<file path="config.mk">
export PLATFORM = sky130hd
export DESIGN_NAME = seq_shift_add_multiplier_flat
export DESIGN_NICKNAME = d
export VERILOG_FILES = /design/src/rtl/seq_shift_add_multiplier_if.sv /design/src/rtl/seq_shift_add_multiplier.sv /design/src/flat_wrapper.sv
export SDC_FILE = /design/constraint.sdc
export NUM_CORES = 1
export LEC_CHECK = 0
export BUFFER_PORTS_ARGS = -buffer_cell sky130_fd_sc_hd__buf_2
export CAP_MARGIN = 10
export CORE_ASPECT_RATIO = 0.5
export CORE_MARGIN = 5
export CORE_UTILIZATION = 60
export CTS_CLUSTER_SIZE = 20
export DETAILED_ROUTE_END_ITERATION = 12
export GPL_TIMING_DRIVEN = 1
export PLACE_DENSITY_LB_ADDON = 0.05
export SLEW_MARGIN = 20
export SYNTH_ARGS = -nofsm -noshare
export SYNTH_HDL_FRONTEND = slang
export SYNTH_SLANG_ARGS = --single-unit
</file>
<file path="constraint.sdc">
create_clock -name clk -period 7.1 [get_ports clk]
set_input_delay 0.355 -clock clk [delete_from_list [all_inputs] [get_ports clk]]
set_output_delay 0.355 -clock clk [all_outputs]
set_load 0.01 [all_outputs]
</file>
<file path="src/rtl/seq_shift_add_multiplier_if.sv">
// rtl/seq_shift_add_multiplier_if.sv - handshake/operand/result bundle for the shift-add multiplier
//
// Purpose: groups the request side (start, operands) and the result side
// (busy, done, product) of seq_shift_add_multiplier.
// Ports (signals):
//   start         request pulse, driven by master
//   multiplicand  N-bit operand A, driven by master
//   multiplier    N-bit operand B, driven by master
//   busy          operation in progress, driven by slave
//   done          one-cycle product-valid strobe, driven by slave
//   product       2N-bit result register, driven by slave
// Modports: master (requester), slave (the multiplier).

interface seq_shift_add_multiplier_if #(
   parameter int N = 32
);
   logic             start;
   logic [N-1:0]     multiplicand;
   logic [N-1:0]     multiplier;
   logic             busy;
   logic             done;
   logic [2*N-1:0]   product;

   modport master (
      output start, multiplicand, multiplier,
      input  busy, done, product
   );

   modport slave (
      input  start, multiplicand, multiplier,
      output busy, done, product
   );
endinterface

</file>
<file path="src/rtl/seq_shift_add_multiplier.sv">
// rtl/seq_shift_add_multiplier.sv - iterative N-cycle shift-and-add multiplier
//
// Purpose: accepts two N-bit operands on a start pulse, computes the exact
// 2N-bit product with one add/shift per clock, and writes it to the product
// register together with a one-cycle done strobe.
// Ports:
//   clk    rising-edge clock
//   reset  synchronous active-high reset, highest priority
//   bus    seq_shift_add_multiplier_if.slave (start, multiplicand, multiplier,
//          busy, done, product)
// Optional feature: define MULT_SIGNED_EN for two's complement operands
// (magnitudes are multiplied, the result is negated when the signs differ).

module seq_shift_add_multiplier #(
   parameter int N = 32
) (
   input  logic                    clk,
   input  logic                    reset,
   seq_shift_add_multiplier_if.slave bus
);
   localparam int            CW   = (N > 2) ? $clog2(N) : 1;
   localparam logic [CW-1:0] LAST = CW'(N - 1);

   typedef enum logic [1:0] {IDLE, CALC, DONE} state_t;

   state_t           state;
   logic             busy_r;
   logic             done_r;
   logic [2*N-1:0]   product_r;
   logic [CW-1:0]    cnt;
   logic [N-1:0]     mcand_r;   // latched multiplicand (magnitude in signed mode)
   logic [N-1:0]     acc_hi;    // upper half of the running product
   logic [N-1:0]     mreg;      // multiplier shift register / lower product half

   logic [N-1:0]     op_a;
   logic [N-1:0]     op_b;
   logic [N:0]       sum;
   logic [2*N-1:0]   result;
   logic [2*N-1:0]   result_final;

   // N+1-bit add keeps the carry that the following right shift pulls down.
   assign sum    = {1'b0, acc_hi} + (mreg[0] ? {1'b0, mcand_r} : {(N+1){1'b0}});
   // {sum, mreg} shifted right by one, as it would be after this iteration.
   assign result = {sum, mreg[N-1:1]};

`ifdef MULT_SIGNED_EN
   logic sign_r;
   // Unary minus on N bits yields 2^(N-1) for the most-negative value,
   // which is the correct unsigned magnitude.
   assign op_a = bus.multiplicand[N-1] ? -bus.multiplicand : bus.multiplicand;
   assign op_b = bus.multiplier[N-1]   ? -bus.multiplier   : bus.multiplier;
   assign result_final = sign_r ? -result : result;
`else
   assign op_a = bus.multiplicand;
   assign op_b = bus.multiplier;
   assign result_final = result;
`endif

   always_ff @(posedge clk) begin
      if (reset) begin
         state     <= IDLE;
         busy_r    <= 1'b0;
         done_r    <= 1'b0;
         product_r <= '0;
         cnt       <= '0;
         mcand_r   <= '0;
         acc_hi    <= '0;
         mreg      <= '0;
`ifdef MULT_SIGNED_EN
         sign_r    <= 1'b0;
`endif
      end else begin
         done_r <= 1'b0;
         case (state)
            IDLE, DONE: begin
               if (bus.start) begin
                  mcand_r <= op_a;
                  mreg    <= op_b;
                  acc_hi  <= '0;
                  cnt     <= '0;
`ifdef MULT_SIGNED_EN
                  sign_r  <= bus.multiplicand[N-1] ^ bus.multiplier[N-1];
`endif
                  busy_r  <= 1'b1;
                  state   <= CALC;
               end else begin
                  state   <= IDLE;
               end
            end
            CALC: begin
               acc_hi <= sum[N:1];
               mreg   <= {sum[0], mreg[N-1:1]};
               cnt    <= cnt + 1'b1;
               if (cnt == LAST) begin
                  product_r <= result_final;
                  busy_r    <= 1'b0;
                  done_r    <= 1'b1;
                  state     <= DONE;
               end
            end
            default: begin
               busy_r <= 1'b0;
               state  <= IDLE;
            end
         endcase
      end
   end

   assign bus.busy    = busy_r;
   assign bus.done    = done_r;
   assign bus.product = product_r;
endmodule

</file>
<file path="src/flat_wrapper.sv">
// flat-port wrapper written by rule: the top's interface ports become plain ports
module seq_shift_add_multiplier_flat 
#(
   parameter int N = 32
)
  (clk, reset, bus_start, bus_multiplicand, bus_multiplier, bus_busy, bus_done, bus_product);
  seq_shift_add_multiplier_if #(.N(N)) bus_i ();
  input  logic clk;
  input  logic reset;
  input wire logic [$bits(bus_i.start)-1:0] bus_start;
  input wire logic [$bits(bus_i.multiplicand)-1:0] bus_multiplicand;
  input wire logic [$bits(bus_i.multiplier)-1:0] bus_multiplier;
  output wire logic [$bits(bus_i.busy)-1:0] bus_busy;
  output wire logic [$bits(bus_i.done)-1:0] bus_done;
  output wire logic [$bits(bus_i.product)-1:0] bus_product;
  assign bus_i.start = bus_start;
  assign bus_i.multiplicand = bus_multiplicand;
  assign bus_i.multiplier = bus_multiplier;
  assign bus_busy = bus_i.busy;
  assign bus_done = bus_i.done;
  assign bus_product = bus_i.product;
  seq_shift_add_multiplier #(.N(N)) u_core (.clk(clk), .reset(reset), .bus(bus_i));
endmodule
</file>
## Yosys cells after proc, flatten, opt, wreduce, memory -nomap -nowiden

Cells that the tools add are included.

- Bits in registers: 169
- Input bits: 67
- Output and inout port bits: 66
- Word-level logic and storage cells: 38

- Add/subtract/negate cells: 2
- Eq/ne operators: 5
- Muxes and demuxes: 14
- Bitwise logic cells: 1
- Reduce and logical (&&, ||, !) cells: 8

Operators by type and width:

| cell | number |
|---|---|
| $pmux 32 s2 | 2 |
| $mux 32 | 3 |
| $add 32x33->33 | 1 |
| $pmux 5 s2 | 1 |
| $reduce_and 2->1 | 4 |
| $add 5x1->5 const B | 1 |
| $eq 5x5->1 const B | 1 |
| $mux 5 | 1 |
| $mux 1 | 4 |
| $pmux 2 s2 | 1 |
| $reduce_or 2->1 | 2 |
| $eq 2x1->1 const B | 1 |
| $eq 2x2->1 const B | 1 |
| $logic_not 2->1 | 1 |
| $mux 2 | 1 |
| $ne 2x1->1 const B | 1 |
| $ne 2x2->1 const B | 1 |
| $pmux 1 s2 | 1 |
| $reduce_bool 2->1 | 1 |
| $not 1->1 | 1 |

## Longest topological paths before layout

- Word-level depth: 4
- Gate-level depth with buffers: 11
- Mapped depth without buffers: 10

## Worst setup path after synthesis

No wires, ideal clock.

- Path kind: reg-to-reg
- Start point: reg u_core.mreg[0]
- End point: reg u_core.acc_hi[24]
- Library setup time: 0.117 ns
- Data arrival time: 2.785 ns
- Required time: 6.983 ns
- Setup slack: 4.198 ns
- Stages on the path, launching flop included: 11
- Path buffers: 1
- Clock period less this slack: 2.902 ns
- Path through: dfxtp_1 clkbuf_1 and2_1 ha_1 a211oi_2 nor3_2 or3_4 a2111oi_4 nor4_2 or4_1 a32o_1

- Longest elaborated chain between the ends: 3

Ends and longest elaborated chain:

| item | RTL line | text |
|---|---|---|
| start, declared | seq_shift_add_multiplier.sv:33 | `logic [N-1:0] mreg;` |
| start signal, assigned | seq_shift_add_multiplier.sv:78 | `mreg <= op_b;` |
| start signal, assigned | seq_shift_add_multiplier.sv:92 | `mreg <= {sum[0], mreg[N-1:1]};` |
| $mux 32 | seq_shift_add_multiplier.sv:42 | `assign sum = {1'b0, acc_hi} + (mreg[0] ? {1'b0, mcand_r} : {(N+1){1'b0}});` |
| $add 32x33->33 | seq_shift_add_multiplier.sv:42 |  |
| $pmux 32 s2 | seq_shift_add_multiplier.sv:74 | `case (state)` |
| end signal, assigned | seq_shift_add_multiplier.sv:91 | `acc_hi <= sum[N:1];` |
| end, declared | seq_shift_add_multiplier.sv:32 | `logic [N-1:0] acc_hi;` |

No other way between the ends.
A chain may end at the register's enable or synchronous reset.

## Worst setup path after layout

- Start point: reg u_core.mreg[0]
- End point: reg u_core.acc_hi[27]

Same word-level chain as after synthesis.

==> out/results.txt <==
Initial DRC Count - 695
Worst-Margin Slew - 1.019 ns
TritonCTS clock tree - built
total CTS buffers - 17
Worst-path clk slew - 0.07 ns
CP Max Fanout - 33
Mapped Cells - 1,008
largest family of logic cells by synthesized area - compound AO/OA/AOI/OAI gates
WL per Instance - 16.81 µm
Core Area - 0.01292 mm²
Post-CTS Repair Setup Buffers - 0
adder-cell share of the synthesized area - 5.524%
final-report hold violation count - 0
Synth Flop Type - dfxtp_1
initial antenna violation count - 6
Synth Area in XOR/XNOR - 2.281%
asr flop ratio synth - 0%
WP data required - 7.42 ns
Crit Path Class - flop to flop
Mapped Nets - 1,110
Clock Skew - 0.01253 ns
setup violators final - 0
Tmin final - 3.865 ns
static leakage - 4.008 nW
Pre-antenna DRT Iters - 6
Post-Route WL - 21,500 µm
vias per cell - 5.954
Reg2Reg Depth - 10
row cnt - 29
Initial Util - 62.43%
Seq/Total Area, Yosys - 41.96%
vias in the first global route - 7,133
Post-DRT Antenna Nets - 0
share of the synthesized area in the top cell type - 41.96%
Synth area leader - dfxtp_1
setup_tns - 0 ns
Peak VDD IR - 0.1688 mV
GPL Wtd Cong - 0.8987
post-route insts no fill - 1,279
PwrDens - 218.1 mW/mm²
Ports - 133
main area contributors after synthesis - dfxtp_1 (42%), nand2_1 (10%), a21oi_1 (9.5%)
share of layout cells above drive strength 1 - 17.24%
CTS root buf - clkbuf_16
post-synthesis cell area - 0.008064 mm²
count of pins over their slew limit - 0
Die X - 174.0 µm
hold buffer count at CTS - 0
Synth cell types - 56
YS warnings - 0
critical path launch point type - flop
largest net degree at the start of global routing - 98
Max-Cap Viols - 0
CP endpoint kind - flop
post-synthesis simple-gate area fraction - 21.60%
RSZ-0062 raised after global routing - no
clock sink count - 169
All-Layer GR Usage - 26.24%
Final Cycle Share - 54.44%
die height - 91.98 µm
status - finished clean
Clk Latency, worst-skew pair - 0.42 ns
Die ar. - 0.01600 mm²
Port Buf Inserts - 132
H-tree depth - 4
total gr overflow - 0
clock buffer depth - 2
global-route wire length before repair - 34,960 µm
DR vias - 7,615
mux share of post-synthesis cell area - 0.2483%
Post-synth EDFFs - 0
post-cts resize count - 0
critical path arrival - 4.18 ns
final HPWL from detailed placement - 14,530 µm
Rel. slew slack - 31.95%
fin nets - 1,198
Hold Crit Class - input port to flop
number of synthesized register bits - 169
Residual DRC - 0
achievable frequency - 258.7 MHz
WHS Path Cells - 3
Compound-Gate Fraction of Synth Area - 24.44%
Avg Cell Area, Syn - 8.000 µm²
placed cells - 1,247
Area Overhead vs Synth - 15.97%
## through the flow
step           worst slack (ns)  total power (W)  hold WS, ns  util [%]  cell area, µm²
3_5_place_dp              3.369         0.001158       0.4437     67.88            8768
3_3_place_gp              3.456         0.001150       0.4383     67.73            8748
4_1_cts                   3.356         0.002048       0.1615     72.38            9349
2_1_floorplan             4.198         0.001104       0.4315         -            8064
5_1_grt                   3.006         0.002115       0.1616     72.39            9351
6_report                  3.235         0.002040       0.1633     72.39            9351
## path summary, 6_finish.rpt
kind,startpoint,end,slack (ns)
setup / recovery,u_core.mreg[0]$_SDFFE_PP0P_,u_core.acc_hi[27]$_SDFFE_PP0P_,3.23
hold / removal,bus_multiplicand[19],u_core.mcand_r[19]$_SDFFE_PP0P_,0.16
setup reg to reg,u_core.mreg[0]$_SDFFE_PP0P_,u_core.acc_hi[27]$_SDFFE_PP0P_,3.23
hold reg to reg,u_core.mcand_r[28]$_SDFFE_PP0P_,u_core.mcand_r[28]$_SDFFE_PP0P_,0.45
## cells in the final DEF (no fill, tap or decap), types with 4 or more instances in the layout
cell type / synthesis / routed
a31oi_1: 4 / 4
a21o_1: 16 / 16
a21oi_1: 153 / 153
xnor2_1: 12 / 12
o21bai_1: 8 / 8
ha_1: 34 / 34
a22oi_1: 48 / 48
a211oi_1: 4 / 4
buf_2: 3 / 131
dfxtp_1: 169 / 169
nand3_1: 16 / 16
nand2b_1: 6 / 6
o21a_1: 5 / 5
a32o_1: 5 / 5
xor2_1: 9 / 9
inv_8: 0 / 5
nor3b_1: 6 / 6
inv_1: 13 / 13
or3_1: 7 / 7
nand4_1: 9 / 9
nor3_1: 10 / 10
and3_1: 6 / 6
nand2_1: 220 / 219
o21ai_0: 26 / 26
a22o_1: 5 / 5
and2_1: 35 / 34
o31ai_1: 8 / 8
buf_4: 0 / 8
o211ai_1: 4 / 4
nand3b_1: 7 / 7
nor2_1: 47 / 46
clkbuf_16: 0 / 17
## synthesized netlist by cell type, types with 10 or more instances
master	count
a21o_1	16
nor3_1	10
dfxtp_1	169
ha_1	34
clkbuf_1	63
xnor2_1	12
nand2_1	220
a22oi_1	48
o21ai_0	26
nor2_1	47
a21oi_1	153
inv_1	13
and2_1	35
nand3_1	16
## power breakdown
group	internal (W)	switching (W)	total, W
Clock	0.000469	0.000433	0.000902
Sequential	0.000975	0.0000211	0.000996
Combinational	0.0000508	0.0000911	0.000142
Total	0.00149	0.000545	0.00204
## area by class of cell
cell class,instances,area (µm²)
multi-input cells,755,4388
fillers,1052,3566
flip-flops and latches,169,3383
repair buffers,140,735.7
clock buffers,17,425.4
well taps,170,212.7
clock inverters,14,155.1
inverters,13,48.80
diodes,1,2.502
## sequential cells by signal, indices dropped and copies added, names as in the netlist
register,count
u_core.bus.product,64
u_core.mreg,32
u_core.cnt,5
u_core.acc_hi,32
u_core.mcand_r,32
u_core.bus.done,1
u_core.state,2
u_core.bus.busy,1
## worst max-delay path: stages (launching register included)
cell and delay (ns):
dfxtp_1 0.65, and2_1 0.35, ha_1 0.23, fa_1 0.40
a21oi_1 0.21, o22ai_1 0.14, o31ai_1 0.75, o2111ai_1 0.35
a21oi_1 0.30, o21ai_0 0.12, a32o_1 0.26
## per-layer routing
metal | GRT usage [%] | up-vias | part of all wire (%)
li1 | - | 3719 | -
met1 | 35.54 | 3542 | 45
met2 | 41.36 | 302 | 44
met3 | 8.258 | 42 | 9.6
met4 | 6.188 | 10 | 1.2
met5 | 0 | - | 0.23
## logic make-up after synthesis
kind of cell	after synthesis
AO/OA/AOI/OAI	313
XOR/XNOR	21
adder cells (fa/ha/maj)	35
buffers and inverters	84
flip-flops	169
multiplexers	2
AND/OR/NAND/NOR	384
Power figures use the tool's default switching activity.
